<file path="config.mk">
export PLATFORM = sky130hd
export DESIGN_NAME = uart_tx_arbiter_flat
export DESIGN_NICKNAME = d
export VERILOG_FILES = /design/src/rtl/uart_pkg.sv /design/src/rtl/uart_tx_arbiter_if.sv /design/src/rtl/rr_pick.sv /design/src/rtl/uart_tx_arbiter.sv /design/src/flat_wrapper.sv
export SDC_FILE = /design/constraint.sdc
export NUM_CORES = 1
export LEC_CHECK = 0
export ABC_AREA = 1
export CORE_ASPECT_RATIO = 1.5
export CORE_MARGIN = 2
export CORE_UTILIZATION = 40
export CTS_CLUSTER_DIAMETER = 50
export DETAILED_ROUTE_END_ITERATION = 16
export GPL_ROUTABILITY_DRIVEN = 0
export PLACE_DENSITY = 0.72
export RECOVER_POWER = 25
export SLEW_MARGIN = 20
export SYNTH_ARGS = -nofsm -noshare
export SYNTH_HDL_FRONTEND = slang
export SYNTH_SLANG_ARGS = --single-unit
</file>
<file path="constraint.sdc">
create_clock -name i_clk -period 2 [get_ports i_clk]
set_clock_uncertainty 0.1 [all_clocks]
set_input_delay 0.3 -clock i_clk [delete_from_list [all_inputs] [get_ports i_clk]]
set_output_delay 0.3 -clock i_clk [all_outputs]
set_load 0.01 [all_outputs]
</file>
<file path="src/rtl/uart_pkg.sv">
// -----------------------------------------------------------------------------
// uart_pkg
// Shared definitions for the UART transmit path.
//   MODE_*      : frame-mode encodings understood by the transmitter
//   arb_state_e : state encoding of the transmit arbiter
// -----------------------------------------------------------------------------
package uart_pkg;

  localparam logic [1:0] MODE_8N1 = 2'b00;
  localparam logic [1:0] MODE_8E1 = 2'b01;
  localparam logic [1:0] MODE_8O1 = 2'b11;

  typedef enum logic [1:0] {
    S_IDLE   = 2'd0,
    S_LAUNCH = 2'd1,
    S_HOLD   = 2'd2,
    S_GAP    = 2'd3
  } arb_state_e;

endpackage

</file>
<file path="src/rtl/uart_tx_arbiter_if.sv">
// -----------------------------------------------------------------------------
// uart_tx_arbiter_if
// Bundles the requester handshake and the transmitter launch interface.
//   req_valid / req_data / req_mode / req_ready : producers -> arbiter
//   tx_data / tx_mode / tx_data_available       : arbiter -> transmitter
//   tx_busy                                     : transmitter -> arbiter
// Modports:
//   master : environment side (producers + transmitter)
//   slave  : the arbiter
// -----------------------------------------------------------------------------
interface uart_tx_arbiter_if #(
  parameter int N_REQ = 4
);

  logic [N_REQ-1:0]   req_valid;
  logic [8*N_REQ-1:0] req_data;
  logic [2*N_REQ-1:0] req_mode;
  logic [N_REQ-1:0]   req_ready;
  logic [7:0]         tx_data;
  logic [1:0]         tx_mode;
  logic               tx_data_available;
  logic               tx_busy;

  modport master (
    output req_valid, req_data, req_mode, tx_busy,
    input  req_ready, tx_data, tx_mode, tx_data_available
  );

  modport slave (
    input  req_valid, req_data, req_mode, tx_busy,
    output req_ready, tx_data, tx_mode, tx_data_available
  );

endinterface

</file>
<file path="src/rtl/rr_pick.sv">
// -----------------------------------------------------------------------------
// rr_pick
// Combinational round-robin selector. Searches the request vector starting
// at (i_last + 1) mod N, wrapping, and reports the first set index.
//   i_req   : request vector
//   i_last  : index granted last time
//   o_found : at least one request is set
//   o_idx   : selected index (0 when nothing is found)
// -----------------------------------------------------------------------------
module rr_pick #(
  parameter  int N = 4,
  localparam int W = $clog2(N)
) (
  input  logic [N-1:0] i_req,
  input  logic [W-1:0] i_last,
  output logic         o_found,
  output logic [W-1:0] o_idx
);

  logic [W-1:0] w_probe;

  // NOTE: every signal written in an always_comb gets a default at the top,
  // so no path leaves it unassigned and no latch is inferred.
  always_comb begin
    o_found = 1'b0;
    o_idx   = '0;
    w_probe = '0;
    // Offset k=N lands back on i_last itself, so the last winner is
    // considered only after everybody else.
    for (int k = 1; k <= N; k++) begin
      w_probe = W'((int'(i_last) + k) % N);
      if (!o_found && i_req[w_probe]) begin
        o_found = 1'b1;
        o_idx   = w_probe;
      end
    end
  end

endmodule

</file>
<file path="src/rtl/uart_tx_arbiter.sv">
// -----------------------------------------------------------------------------
// uart_tx_arbiter
// Shares one UART transmitter between N_REQ byte producers, round-robin.
// One byte + frame mode is accepted per grant; DATA/MODE are held stable
// from the grant until the transmitter drops BUSY.
// Ports:
//   i_clk         : clock, rising edge
//   i_rst         : synchronous active-high reset
//   bus           : requester handshake + transmitter launch (slave side)
//   o_grant_id    : index of the current or last granted requester
//   o_active      : high whenever the FSM is not idle
//   o_timeout_err : one-cycle pulse when a launch is abandoned
// -----------------------------------------------------------------------------
module uart_tx_arbiter
  import uart_pkg::*;
#(
  parameter  int N_REQ          = 4,
  parameter  int LAUNCH_TIMEOUT = 64,
  parameter  int GAP_CYCLES     = 0,
  localparam int GW             = $clog2(N_REQ)
) (
  input  logic            i_clk,
  input  logic            i_rst,
  uart_tx_arbiter_if.slave bus,
  output logic [GW-1:0]   o_grant_id,
  output logic            o_active,
  output logic            o_timeout_err
);

  localparam int TO_W = (LAUNCH_TIMEOUT > 2) ? $clog2(LAUNCH_TIMEOUT) : 1;
  localparam int GP_W = (GAP_CYCLES > 2) ? $clog2(GAP_CYCLES) : 1;

  localparam logic [TO_W-1:0] TO_LAST    = TO_W'(LAUNCH_TIMEOUT - 1);
  localparam logic [GP_W-1:0] GAP_LAST   = GP_W'(GAP_CYCLES - 1);
  // Reset pointer to the top index so requester 0 wins the first search.
  localparam logic [GW-1:0]   GRANT_INIT = GW'(N_REQ - 1);

  arb_state_e      r_state;
  logic [7:0]      r_tx_data;
  logic [1:0]      r_tx_mode;
  logic [GW-1:0]   r_grant_id;
  logic            r_timeout_err;
  logic [TO_W-1:0] r_to_cnt;
  logic [GP_W-1:0] r_gap_cnt;

  arb_state_e      w_state_next;
  logic [TO_W-1:0] w_to_cnt_next;
  logic [GP_W-1:0] w_gap_cnt_next;
  logic            w_timeout_next;
  logic            w_grant;
  logic            w_found;
  logic [GW-1:0]   w_sel;
  logic [N_REQ-1:0] w_ready;

  rr_pick #(.N(N_REQ)) u_rr_pick (
    .i_req   (bus.req_valid),
    .i_last  (r_grant_id),
    .o_found (w_found),
    .o_idx   (w_sel)
  );

  // Next-state and counter logic.
  always_comb begin
    w_state_next   = r_state;
    w_to_cnt_next  = r_to_cnt;
    w_gap_cnt_next = r_gap_cnt;
    w_timeout_next = 1'b0;
    w_grant        = 1'b0;

    unique case (r_state)
      S_IDLE: begin
        // A busy transmitter here is a foreign or leftover frame: wait it out.
        if (!bus.tx_busy && w_found) begin
          w_grant       = 1'b1;
          w_state_next  = S_LAUNCH;
          w_to_cnt_next = '0;
        end
      end
      S_LAUNCH: begin
        if (bus.tx_busy) begin
          w_state_next  = S_HOLD;
          w_to_cnt_next = '0;
        end else if (r_to_cnt == TO_LAST) begin
          // Abandon the byte; the pointer stays on this requester so the
          // next search starts after it.
          w_state_next   = S_IDLE;
          w_timeout_next = 1'b1;
          w_to_cnt_next  = '0;
        end else begin
          w_to_cnt_next = r_to_cnt + 1'b1;
        end
      end
      S_HOLD: begin
        if (!bus.tx_busy) begin
          if (GAP_CYCLES > 0) begin
            w_state_next   = S_GAP;
            w_gap_cnt_next = '0;
          end else begin
            w_state_next = S_IDLE;
          end
        end
      end
      S_GAP: begin
        if (r_gap_cnt == GAP_LAST) begin
          w_state_next   = S_IDLE;
          w_gap_cnt_next = '0;
        end else begin
          w_gap_cnt_next = r_gap_cnt + 1'b1;
        end
      end
      default: w_state_next = S_IDLE;
    endcase
  end

  // Accept pulse is combinational so the transfer completes in the idle cycle.
  always_comb begin
    w_ready = '0;
    if (w_grant) w_ready[w_sel] = 1'b1;
  end

  // NOTE: sequential state uses non-blocking assignments so every register
  // samples the pre-edge values, independent of statement order.
  always_ff @(posedge i_clk) begin
    if (i_rst) begin
      r_state       <= S_IDLE;
      r_tx_data     <= '0;
      r_tx_mode     <= MODE_8N1;
      r_grant_id    <= GRANT_INIT;
      r_timeout_err <= 1'b0;
      r_to_cnt      <= '0;
      r_gap_cnt     <= '0;
    end else begin
      r_state       <= w_state_next;
      r_timeout_err <= w_timeout_next;
      r_to_cnt      <= w_to_cnt_next;
      r_gap_cnt     <= w_gap_cnt_next;
      // DATA/MODE change only on a grant, which keeps them frozen for the
      // whole launch and hold phase.
      if (w_grant) begin
        r_tx_data  <= bus.req_data[{w_sel, 3'b000} +: 8];
        r_tx_mode  <= bus.req_mode[{w_sel, 1'b0} +: 2];
        r_grant_id <= w_sel;
      end
    end
  end

  assign bus.req_ready         = w_ready;
  assign bus.tx_data           = r_tx_data;
  assign bus.tx_mode           = r_tx_mode;
  assign bus.tx_data_available = (r_state == S_LAUNCH);
  assign o_grant_id            = r_grant_id;
  assign o_active              = (r_state != S_IDLE);
  assign o_timeout_err         = r_timeout_err;

endmodule

</file>
<file path="src/flat_wrapper.sv">
// flat-port wrapper written by rule: the top's interface ports become plain ports
module uart_tx_arbiter_flat import uart_pkg::*;
#(
  parameter  int N_REQ          = 4,
  parameter  int LAUNCH_TIMEOUT = 64,
  parameter  int GAP_CYCLES     = 0,
  localparam int GW             = $clog2(N_REQ)
)
  (i_clk, i_rst, o_grant_id, o_active, o_timeout_err, bus_req_valid, bus_req_data, bus_req_mode, bus_tx_busy, bus_req_ready, bus_tx_data, bus_tx_mode, bus_tx_data_available);
  uart_tx_arbiter_if #(.N_REQ(N_REQ)) bus_i ();
  input  logic i_clk;
  input  logic i_rst;
  output logic [GW-1:0] o_grant_id;
  output logic o_active;
  output logic o_timeout_err;
  input wire logic [$bits(bus_i.req_valid)-1:0] bus_req_valid;
  input wire logic [$bits(bus_i.req_data)-1:0] bus_req_data;
  input wire logic [$bits(bus_i.req_mode)-1:0] bus_req_mode;
  input wire logic [$bits(bus_i.tx_busy)-1:0] bus_tx_busy;
  output wire logic [$bits(bus_i.req_ready)-1:0] bus_req_ready;
  output wire logic [$bits(bus_i.tx_data)-1:0] bus_tx_data;
  output wire logic [$bits(bus_i.tx_mode)-1:0] bus_tx_mode;
  output wire logic [$bits(bus_i.tx_data_available)-1:0] bus_tx_data_available;
  assign bus_i.req_valid = bus_req_valid;
  assign bus_i.req_data = bus_req_data;
  assign bus_i.req_mode = bus_req_mode;
  assign bus_i.tx_busy = bus_tx_busy;
  assign bus_req_ready = bus_i.req_ready;
  assign bus_tx_data = bus_i.tx_data;
  assign bus_tx_mode = bus_i.tx_mode;
  assign bus_tx_data_available = bus_i.tx_data_available;
  uart_tx_arbiter #(.N_REQ(N_REQ), .LAUNCH_TIMEOUT(LAUNCH_TIMEOUT), .GAP_CYCLES(GAP_CYCLES)) u_core (.i_clk(i_clk), .i_rst(i_rst), .bus(bus_i), .o_grant_id(o_grant_id), .o_active(o_active), .o_timeout_err(o_timeout_err));
endmodule
</file>
==> results.md, run 1 <==
* DRT iter0 DRCs at 71
* Area Growth Syn to Fin at 63.7%
* Routed len/inst at 12.0 µm
* Sequential area share after synthesis at 25.5%
* Area share of the largest cell type after synthesis at 25.5%
* Sum of buffers and inverters on the critical path at 4
* Initial core utilization at 41.1%
* Critical path required time at 1600 ps
* Synth area leaders: dfxtp_1, nand2_1, nand3_1, inv_1, nor2_1
* Die W at 57.7 µm
* Status: finished, violations left
* Post-synthesis instance total at 289
* Drc violations at 0
* CP Max Fanout at 6
* Worst Hold Depth at 2
* Slew headroom at 70.4%
* Critical path's slowest cell: dfxtp_4
* Leak at 1.38 nW
* Met3 Resource Use GR at 3.08%
* YS warnings at 0
* Avg Cell Area, Syn at 5.98 µm²
* Maxcap violations at 0
* Post-route ant nets at 0
* Hold_sp: u_core.r_gap_cnt
* Worst-Margin Slew at 443 ps
* Crit start category: register
* Violated checks: setup timing
* WP data arrival at 1850 ps
* Mapped Area at 1730 µm²
* Top-level port count at 66
* Hold Path Class: register to register
* Clock Latency Late Sink at 260 ps
* WL final at 5120 µm
* P_int at 0.00198 W
* DP Wirelength at 3820 µm
* Clock Power Share at 11.8%
* Maximum clock frequency at 444 MHz
* Via Count at 2057
* Antenna cells at 0
* Synth Net Count at 337
* GR Util All Layers at 21.5%
* Setup-failing EPs final at 9
* Worst Hold End: u_core.r_gap_cnt
* Synthesized flop and latch total at 22
* First-pass GRT wire length at 8270 µm
* CORE AREA at 4210 µm²
* Sw Ratio at 43.8%
* Maximum VDD drop at 1.03 mV
* Fillers at 388
* Nets at 430
* CTS H-tree lvls at 1
* FP Rows at 29
* Crit end category: output pin
* Post-DR vias/cell at 4.82
* Final Max Slew Viols at 0
* Final hold violations at 0
* Net Sw Power at 0.00155 W
* Pre-CTS WS at -727 ps
* Kind of critical path: register to output pin
* Critical R2R Launch: u_core.o_grant_id[0]
* Clock sinks at 22
* Pwr Total at 0.00353 W
* Area of the multi-input gates at 1120 µm²
* Cell mode on critical path: nand2_1
* CTS root buf: clkbuf_8
* Vias in the first global route at 1953
* CTS Buf Count at 3
* RR Endpoint: u_core.bus.tx_data[1]
* Area of placed instances at 2550 µm²
* Reg area at 448 µm²
* Yosys top cell by area: dfxtp_1
* Worst-path cell chain: buf_6 -> nand2_1 -> nand3_1 -> nand2_2 -> nor2_8 -> nand2_1 -> nand2_1 -> nand2_2 -> nand2_4 -> inv_4 -> nor2_4 -> inv_2 -> nor2_2 -> buf_2
* Non-filler instance count after layout at 427
* CTS tree: done
* Antenna violations before repair at 0
* Period utilisation layout at 113%
* Most frequent cells in the layout: nand2_1, clkdlybuf4s50_1, inv_1
* DIE AREA at 4880 µm²
* Worst hold slack at 383 ps
* RSZ-0062 raised after global routing: yes
* Reg2Reg Setup Slack at -80 ps
* Port Buf Inserts at 65
* Largest net degree at the start of global routing at 18
* Yosys cell types at 31
* Clock transition at the registers of the reported paths at 80 ps
* Tmin final at 2250 ps
* Met2 GRT Util at 41.9%
* First-pass detailed-route iteration total at 5
* Die height at 84.5 µm
* GR Util met1 at 21.7%
* Critical path depth at 14
* CP delay by family, top: simple AND/OR/NAND/NOR gates
* Layout cell share with drive strength beyond 1 at 24.1%
* Placed Cells at 413
* Maximum buffer depth of the clock tree at 2
* Post-layout instance area at 2830 µm²
* Combinational share of power at 71.2%
* Sequential power share at 17.0%
* Reg2Reg Depth at 14
* Gr busiest metal: met2
* Hold_buf cts at 0
* Grt ovf at 0
* Max incr delay on CP at 420 ps
* Pwr Density at 1250 nW/µm²
* Commonest non-fill, non-tap cell in the layout: nand2_1
* Worst setup margin at -250 ps
area by class of cell:
class                   instances  area share [%]
repair buffers                 96            32.2
well taps                      46            2.03
flip-flops and latches         22            15.8
multi-input cells             205            39.6
clock inverters                 1            1.06
clock buffers                   3            1.46
inverters                      54            7.87
worst min-delay path: stages, from the launching register on:
cell     delay, ps
dfxtp_1        310
o21ai_0         70
a21oi_1         60
synthesized netlist by cell type:
library cell and count:
ha_1 1, o211ai_1 2, nor2_4 2, clkinv_1 1, nand4_1 2, nor3_1 4
inv_2 7, clkbuf_1 2, nor2_2 1, nand2_2 8, o21a_1 10, o31ai_1 1
nor2_1 26, a21oi_1 10, buf_6 2, nand4_2 1, nor2_8 1, nand3_1 39
buf_2 1, nand2_1 86, xnor2_1 1, dfxtp_1 22, nand3_4 2, a21boi_0 1
a31o_2 1, inv_1 45, inv_4 1, o21ai_0 3, o2111ai_1 1, buf_4 3
nand2_4 2
per-layer routing:
| layer | share of wire (%) | vias up |
|---|---|---|
| li1 | - | 1084 |
| met1 | 36 | 910 |
| met2 | 58 | 57 |
| met3 | 4.7 | 6 |
| met4 | 1.4 | 0 |
| met5 | 0 | - |
power by group through the flow:
stage | sequential [W] | combinational, W | clock [W]
after global placement | 0.000604 | 0.00204 | 0
final | 0.000602 | 0.00252 | 0.000415
after floorplan | 0.000627 | 0.00129 | 0
after global routing | 0.000614 | 0.00277 | 0.000436
after detailed placement | 0.000606 | 0.00206 | 0
after CTS | 0.000597 | 0.00223 | 0.000423
metrics by stage:
| stage | util [%] | setup TNS, ps |
|---|---|---|
| finish | 67.3 | -1180 |
| global route | 67.3 | -2900 |
| CTS | 64.1 | -1550 |
| detailed placement | 60.5 | -7360 |
| global placement | 60.5 | -6510 |
| floorplan | - | 0 |
flip-flops by register name, summed over array words and instances, names as in the netlist:
name                  count
u_core.bus.tx_data        8
u_core.r_to_cnt           6
u_core.bus.tx_mode        2
u_core.o_grant_id         2
u_core.r_state            2
u_core.o_timeout_err      1
u_core.r_gap_cnt          1
worst max-delay path by stage:
stage / startpoint / end / slack [ps]
after global routing: u_core.o_grant_id[0] / bus_req_ready[2] / -370
after detailed placement: bus_req_valid[2] / bus_req_ready[3] / -730
after global placement: bus_req_valid[0] / bus_req_ready[0] / -700
after floorplan: u_core.o_grant_id[1] / bus_req_ready[2] / 4
final: u_core.o_grant_id[0] / bus_req_ready[2] / -250
after CTS: u_core.o_grant_id[0] / bus_req_ready[2] / -260
logic make-up (layout without fill, tap and decap cells):
group,Yosys count,after routing,share of synthesized area (%)
AO/OA/AOI/OAI,29,29,10.9
XOR/XNOR,1,1,0.507
adder cells (fa/ha/maj),1,1,0.723
buffers and inverters,62,154,15.2
flip-flops,22,22,25.5
AND/OR/NAND/NOR,174,174,47.3
repair_timing:
action                     CTS  global route
gates resized for setup     42            26
setup endpoints to repair   14            14
pin swaps                    9             7
buffers inserted             6             3
hold endpoints to repair     0             0
gates cloned                 0             1
(Power assumes the default switching activity.)
==> run 2: changes to the inputs <==
==> constraint.sdc (replaced) <==
create_clock -name i_clk -period 2.6 [get_ports i_clk]
set_clock_uncertainty 0.1 [all_clocks]
set_input_delay 0.39 -clock i_clk [delete_from_list [all_inputs] [get_ports i_clk]]
set_output_delay 0.39 -clock i_clk [all_outputs]
set_load 0.01 [all_outputs]
==> results.md, run 2 (synthesis gave the netlist of run 1 again) <==
* Slew headroom at 70.4%
* Layout cell share with drive strength beyond 1 at 16.0%
* Worst Hold End: u_core.r_to_cnt[1]
* Top-level port count at 66
* Pwr Total at 0.00234 W
* Initial core utilization at 41.1%
* RR Endpoint: u_core.bus.tx_data[4]
* Critical path's slowest cell: clkdlybuf4s50_1
* Max reg flops at 8
* CORE AREA at 4210 µm²
* Most frequent cells in the layout: nand2_1, clkdlybuf4s50_1, inv_1
* Final hold violations at 0
* CTS root buf: clkbuf_8
* Crit start category: input pin
* Clock Power Share at 13.8%
* Reg2Reg Setup Slack at 360 ps
* Combinational share of power at 66.7%
* Hold_buf cts at 0
* Core Util, Final at 62.1%
* CTS H-tree lvls at 1
* Maximum buffer depth of the clock tree at 2
* Cell mode on critical path: nor2_1
* DP Wirelength at 3670 µm
* Maxcap violations at 0
* Worst Hold Depth at 2
* Max incr delay on CP at 480 ps
* P_int at 0.00128 W
* Largest net degree at the start of global routing at 18
* Final TNS setup at 0 ps
* Drc violations at 0
* Period utilisation layout at 94.8%
* Nets at 417
* Hold Path Class: register to register
* Pwr Density at 894 nW/µm²
* Net Sw Power at 0.00105 W
* CTS tree: done
* Leak at 1.30 nW
* CP Max Fanout at 5
* Tmin final at 2470 ps
* Clock transition at the registers of the reported paths at 80 ps
* Die W at 57.7 µm
* Hold_sp: u_core.r_to_cnt[1]
* Area Growth Syn to Fin at 51.2%
* Grt ovf at 0
* Post-DR vias/cell at 4.79
* Maximum VDD drop at 0.757 mV
* First-pass detailed-route iteration total at 4
* Port Buf Inserts at 65
* RSZ-0062 raised after global routing: yes
* FP Rows at 29
* Antenna cells at 0
* Via Count at 1982
* Maximum clock frequency at 406 MHz
* Critical path required time at 2110 ps
* Sw Ratio at 45.0%
* Worst-Margin Slew at 443 ps
* First-pass GRT wire length at 7730 µm
* CTS Buf Count at 3
* Setup-failing EPs final at 0
* Die height at 84.5 µm
* DRT iter0 DRCs at 67
* Clock Latency Late Sink at 270 ps
* Final Max Slew Viols at 0
* WP data arrival at 1980 ps
* WL final at 4650 µm
* Worst-path cell chain: clkdlybuf4s50_1 -> inv_1 -> nand2_1 -> nand2_1 -> nor2_1 -> nor2_1 -> nand3_4 -> nand4_4 -> nor2_4 -> inv_2 -> nor2_1 -> buf_2
* Routed len/inst at 11.2 µm
* Worst hold slack at 387 ps
* Clock sinks at 22
* Crit end category: output pin
* Critical R2R Launch: u_core.o_grant_id[0]
* Post-route ant nets at 0
* GR Util All Layers at 19.7%
* DIE AREA at 4880 µm²
* Antenna violations before repair at 0
* Vias in the first global route at 1856
* Kind of critical path: input pin to output pin
* Reg2Reg Depth at 15
* Commonest non-fill, non-tap cell in the layout: nand2_1
* Sequential power share at 19.5%
* Status: complete, no violations
run 2: cell types whose count changed in the layout (fill, tap and decap cells not counted), moves of 4 or more:
cell | previous run | this run
nor2_1 | 21 | 26
buf_6 | 5 | 1
nand2_1 | 70 | 83
dlygate4sd3_1 | 3 | 7
nand2_2 | 23 | 10
buf_4 | 24 | 17
run 2: what timing repair did:
item	4_1_cts	5_1_grt
endpoints found under the hold margin	0	0
resized for setup	9	21
setup buffers	0	3
setup endpoints to repair	4	4
pin swaps	0	5
run 2: worst max-delay path by stage:
stage | start | cells past startpoint | end
floorplan | u_core.o_grant_id[0] | 15 | bus_req_ready[2]
global placement | bus_req_valid[3] | 15 | bus_req_ready[3]
detailed placement | bus_req_valid[3] | 15 | bus_req_ready[3]
CTS | bus_req_valid[3] | 15 | bus_req_ready[3]
global route | bus_req_valid[3] | 12 | bus_req_ready[2]
finish | bus_req_valid[2] | 12 | bus_req_ready[3]
run 2: critical path: cells and delay by family:
| family | cells | cell delay (ps) |
|---|---|---|
| buf+inv | 4 | 710 |
| simple gates | 8 | 860 |
run 2: per-layer routing:
layer	vias to the layer above	GRT usage, %	share of wire [%]
li1	1060	-	-
met5	-	0	0
met4	0	5.71	1.5
met1	865	19.8	38
met3	7	3.08	4.6
met2	50	39.6	55
run 2: through the flow:
stage / area, µm² / cells / setup WS, ps
finish: 2610 / 414 / 134
global route: 2610 / 414 / -14.7
CTS: 2560 / 411 / 3.76
detailed placement: 2490 / 407 / -312
global placement: 2490 / 407 / -268
floorplan: 1730 / 289 / 467
run 2: layout make-up:
| class | count | area (µm²) |
|---|---|---|
| clock buffers | 3 | 41.3 |
| clock inverters | 1 | 30.0 |
| fillers | 425 | 1600 |
| inverters | 54 | 205 |
| multi-input cells | 205 | 1060 |
| flip-flops and latches | 22 | 448 |
| well taps | 46 | 57.6 |
| repair buffers | 83 | 774 |
run 2: power by group through the flow:
stage	Combinational, W	Clock (W)	Sequential [W]
floorplan	0.000979	0	0.000481
global placement	0.00151	0	0.000465
detailed placement	0.00152	0	0.000468
CTS	0.00152	0.000331	0.000461
global route	0.00175	0.000336	0.000462
finish	0.00156	0.000322	0.000455
==> RTL edit: new RTL, settings of run 1 <==
`N_REQ` is set to 4 in 3 places; all go to 2.
--- a/src/rtl/uart_tx_arbiter_if.sv
+++ b/src/rtl/uart_tx_arbiter_if.sv
@@ -11,3 +11,3 @@
 interface uart_tx_arbiter_if #(
-  parameter int N_REQ = 4
+  parameter int N_REQ = 2
 );
--- a/src/rtl/uart_tx_arbiter.sv
+++ b/src/rtl/uart_tx_arbiter.sv
@@ -16,3 +16,3 @@
 #(
-  parameter  int N_REQ          = 4,
+  parameter  int N_REQ          = 2,
   parameter  int LAUNCH_TIMEOUT = 64,
--- a/src/flat_wrapper.sv
+++ b/src/flat_wrapper.sv
@@ -3,3 +3,3 @@
 #(
-  parameter  int N_REQ          = 4,
+  parameter  int N_REQ          = 2,
   parameter  int LAUNCH_TIMEOUT = 64,
Interface: changed (5 resized); port bits go from 66 to 41. No check against the original RTL was run, so the function may have changed too.
==> RTL edit against run 1 <==
- critical path depth fell by 11
- synthesized area fell by 36%
- total power fell by 72%
- final cell count fell by 42%
- design area fell by 43%
- routed wire length fell by 46%
- count of clock-buffer cells in the layout rose by 1
- setup slack improved by 340 ps
- synthesized cell count fell by 43%
- sequential cell count fell by 1
- sequential share of layout area rose by 10 points
- maximum frequency rose by 18%
- via count fell by 43%
- highest routed layer unchanged
==> RTL edit: results (changes against run 1) <==
leakage dissipation 0.7288 nW (-47%); largest net degree at the start of global routing 13 (-5); sequential area share after synthesis 0.3792 (+0.1245); drt via density 4.702 (-2.4%); hold depth 2 (unchanged); Synth cell types 26 (-16%); area post-placement 1585 µm² (-38%); met2 usage 0.3630 (-0.05641); metal2 WL 1429 µm (-52%); top post-synthesis cells by area dfxtp_1, nand2_1, a21oi_1, nand3_1, inv_1; status finished, final reports clean; syn avg cell area 6.760 µm² (+13%); ys async rst share 0 (unchanged); CP Capture Point bus_tx_data_available; cells on worst reg2reg path 8 (-6); first-pass detailed-route iteration total 4 (-1); worst hold slack 365.0 ps (-18.35 ps); CTS HTree Levels 1 (unchanged); met3 GRT Util 0.02111 (-0.009708); Max VDD drop 0.4633 mV (-55%); met1 usage 0.1715 (-0.04526); number of global-route vias before repair 1,114 (-43%); Final Non-Filler Cells 248 (-42%); clock tree buffer depth 2 (unchanged); FF-to-FF Start u_core.r_to_cnt[0]$_SDFFE_PP0P_; Commonest cells post-synth nand2_1, dfxtp_1, a21oi_1, inv_1, nand3_1; GRT Util Overall 0.1819 (-0.03313); Synth Area in XOR/XNOR 0.007901 (+0.002836); R2R Path End u_core.r_state[0]$_SDFFE_PP0P_; worst hold path startpoint u_core.bus.tx_data[4]$_SDFFE_PP0P_; synth warn 0 (unchanged); met1 WL 1069 µm (-42%); met3 wire len 224 µm (-7.1%); first-pass GRT wire length 4319 µm (-48%); r2r setup slk 510 ps (+590 ps); Top Metal Used met4; post-DP HPWL 2304 µm (-40%); Port Buf Inserts 40 (-38%); setup slack after placement -135.8 ps (+591.0 ps); layout cell share with drive strength beyond 1 0.1232 (-0.1182); CP max FO 5 (-1); fmax 523.0 MHz (+18%); Post-Syn Nets 190 (-44%); adder-cell share of the synthesized area 0.01129 (+0.004051); final net count 238 (-45%); Worst Max-Slew Pin Slew 497.3 ps (+54.42 ps); 1st-iter DRT viols 24 (-66%); crit path DAT 1510 ps (-340 ps); mux cell area share after synthesis 0 (unchanged); CP Launch Point u_core.r_state[0]$_SDFFE_PP0P_; Min-Delay Endpoint u_core.bus.tx_data[4]$_SDFFE_PP0P_; DRT Wirelength 2760 µm (-46%); post-synthesis compound-gate area fraction 0.1016 (-0.006958)
-- RTL edit: repair_timing --
| action | in CTS | in global routing |
|---|---|---|
| setup endpoints to repair | 2 | 0 |
| hold endpoints to repair | 0 | 0 |
| hold buffers | 0 | 0 |
| resized for setup | 2 | 0 |
| setup buffers | 0 | 0 |
-- RTL edit: area by class of cell --
class	instances	area, µm²
Inverter	17	63.81
Fill cell	246	1023
Timing Repair Buffer	48	454.2
Sequential cell	21	420.4
Tap cell	37	46.29
Multi-Input combinational cell	121	594.3
Clock buffer	4	45.04
-- RTL edit: power breakdown --
group          switching [mW]  total, mW  internal, mW
Combinational           0.138      0.276         0.138
Sequential             0.0185      0.461         0.443
Clock                   0.122      0.264         0.141
Total                   0.279       1.00         0.722
-- RTL edit: worst max-delay path, stage by stage (launching register included) --
cell,delay (ps)
dfxtp_1,440
nand2_2,160
inv_1,120
clkdlybuf4s50_1,540
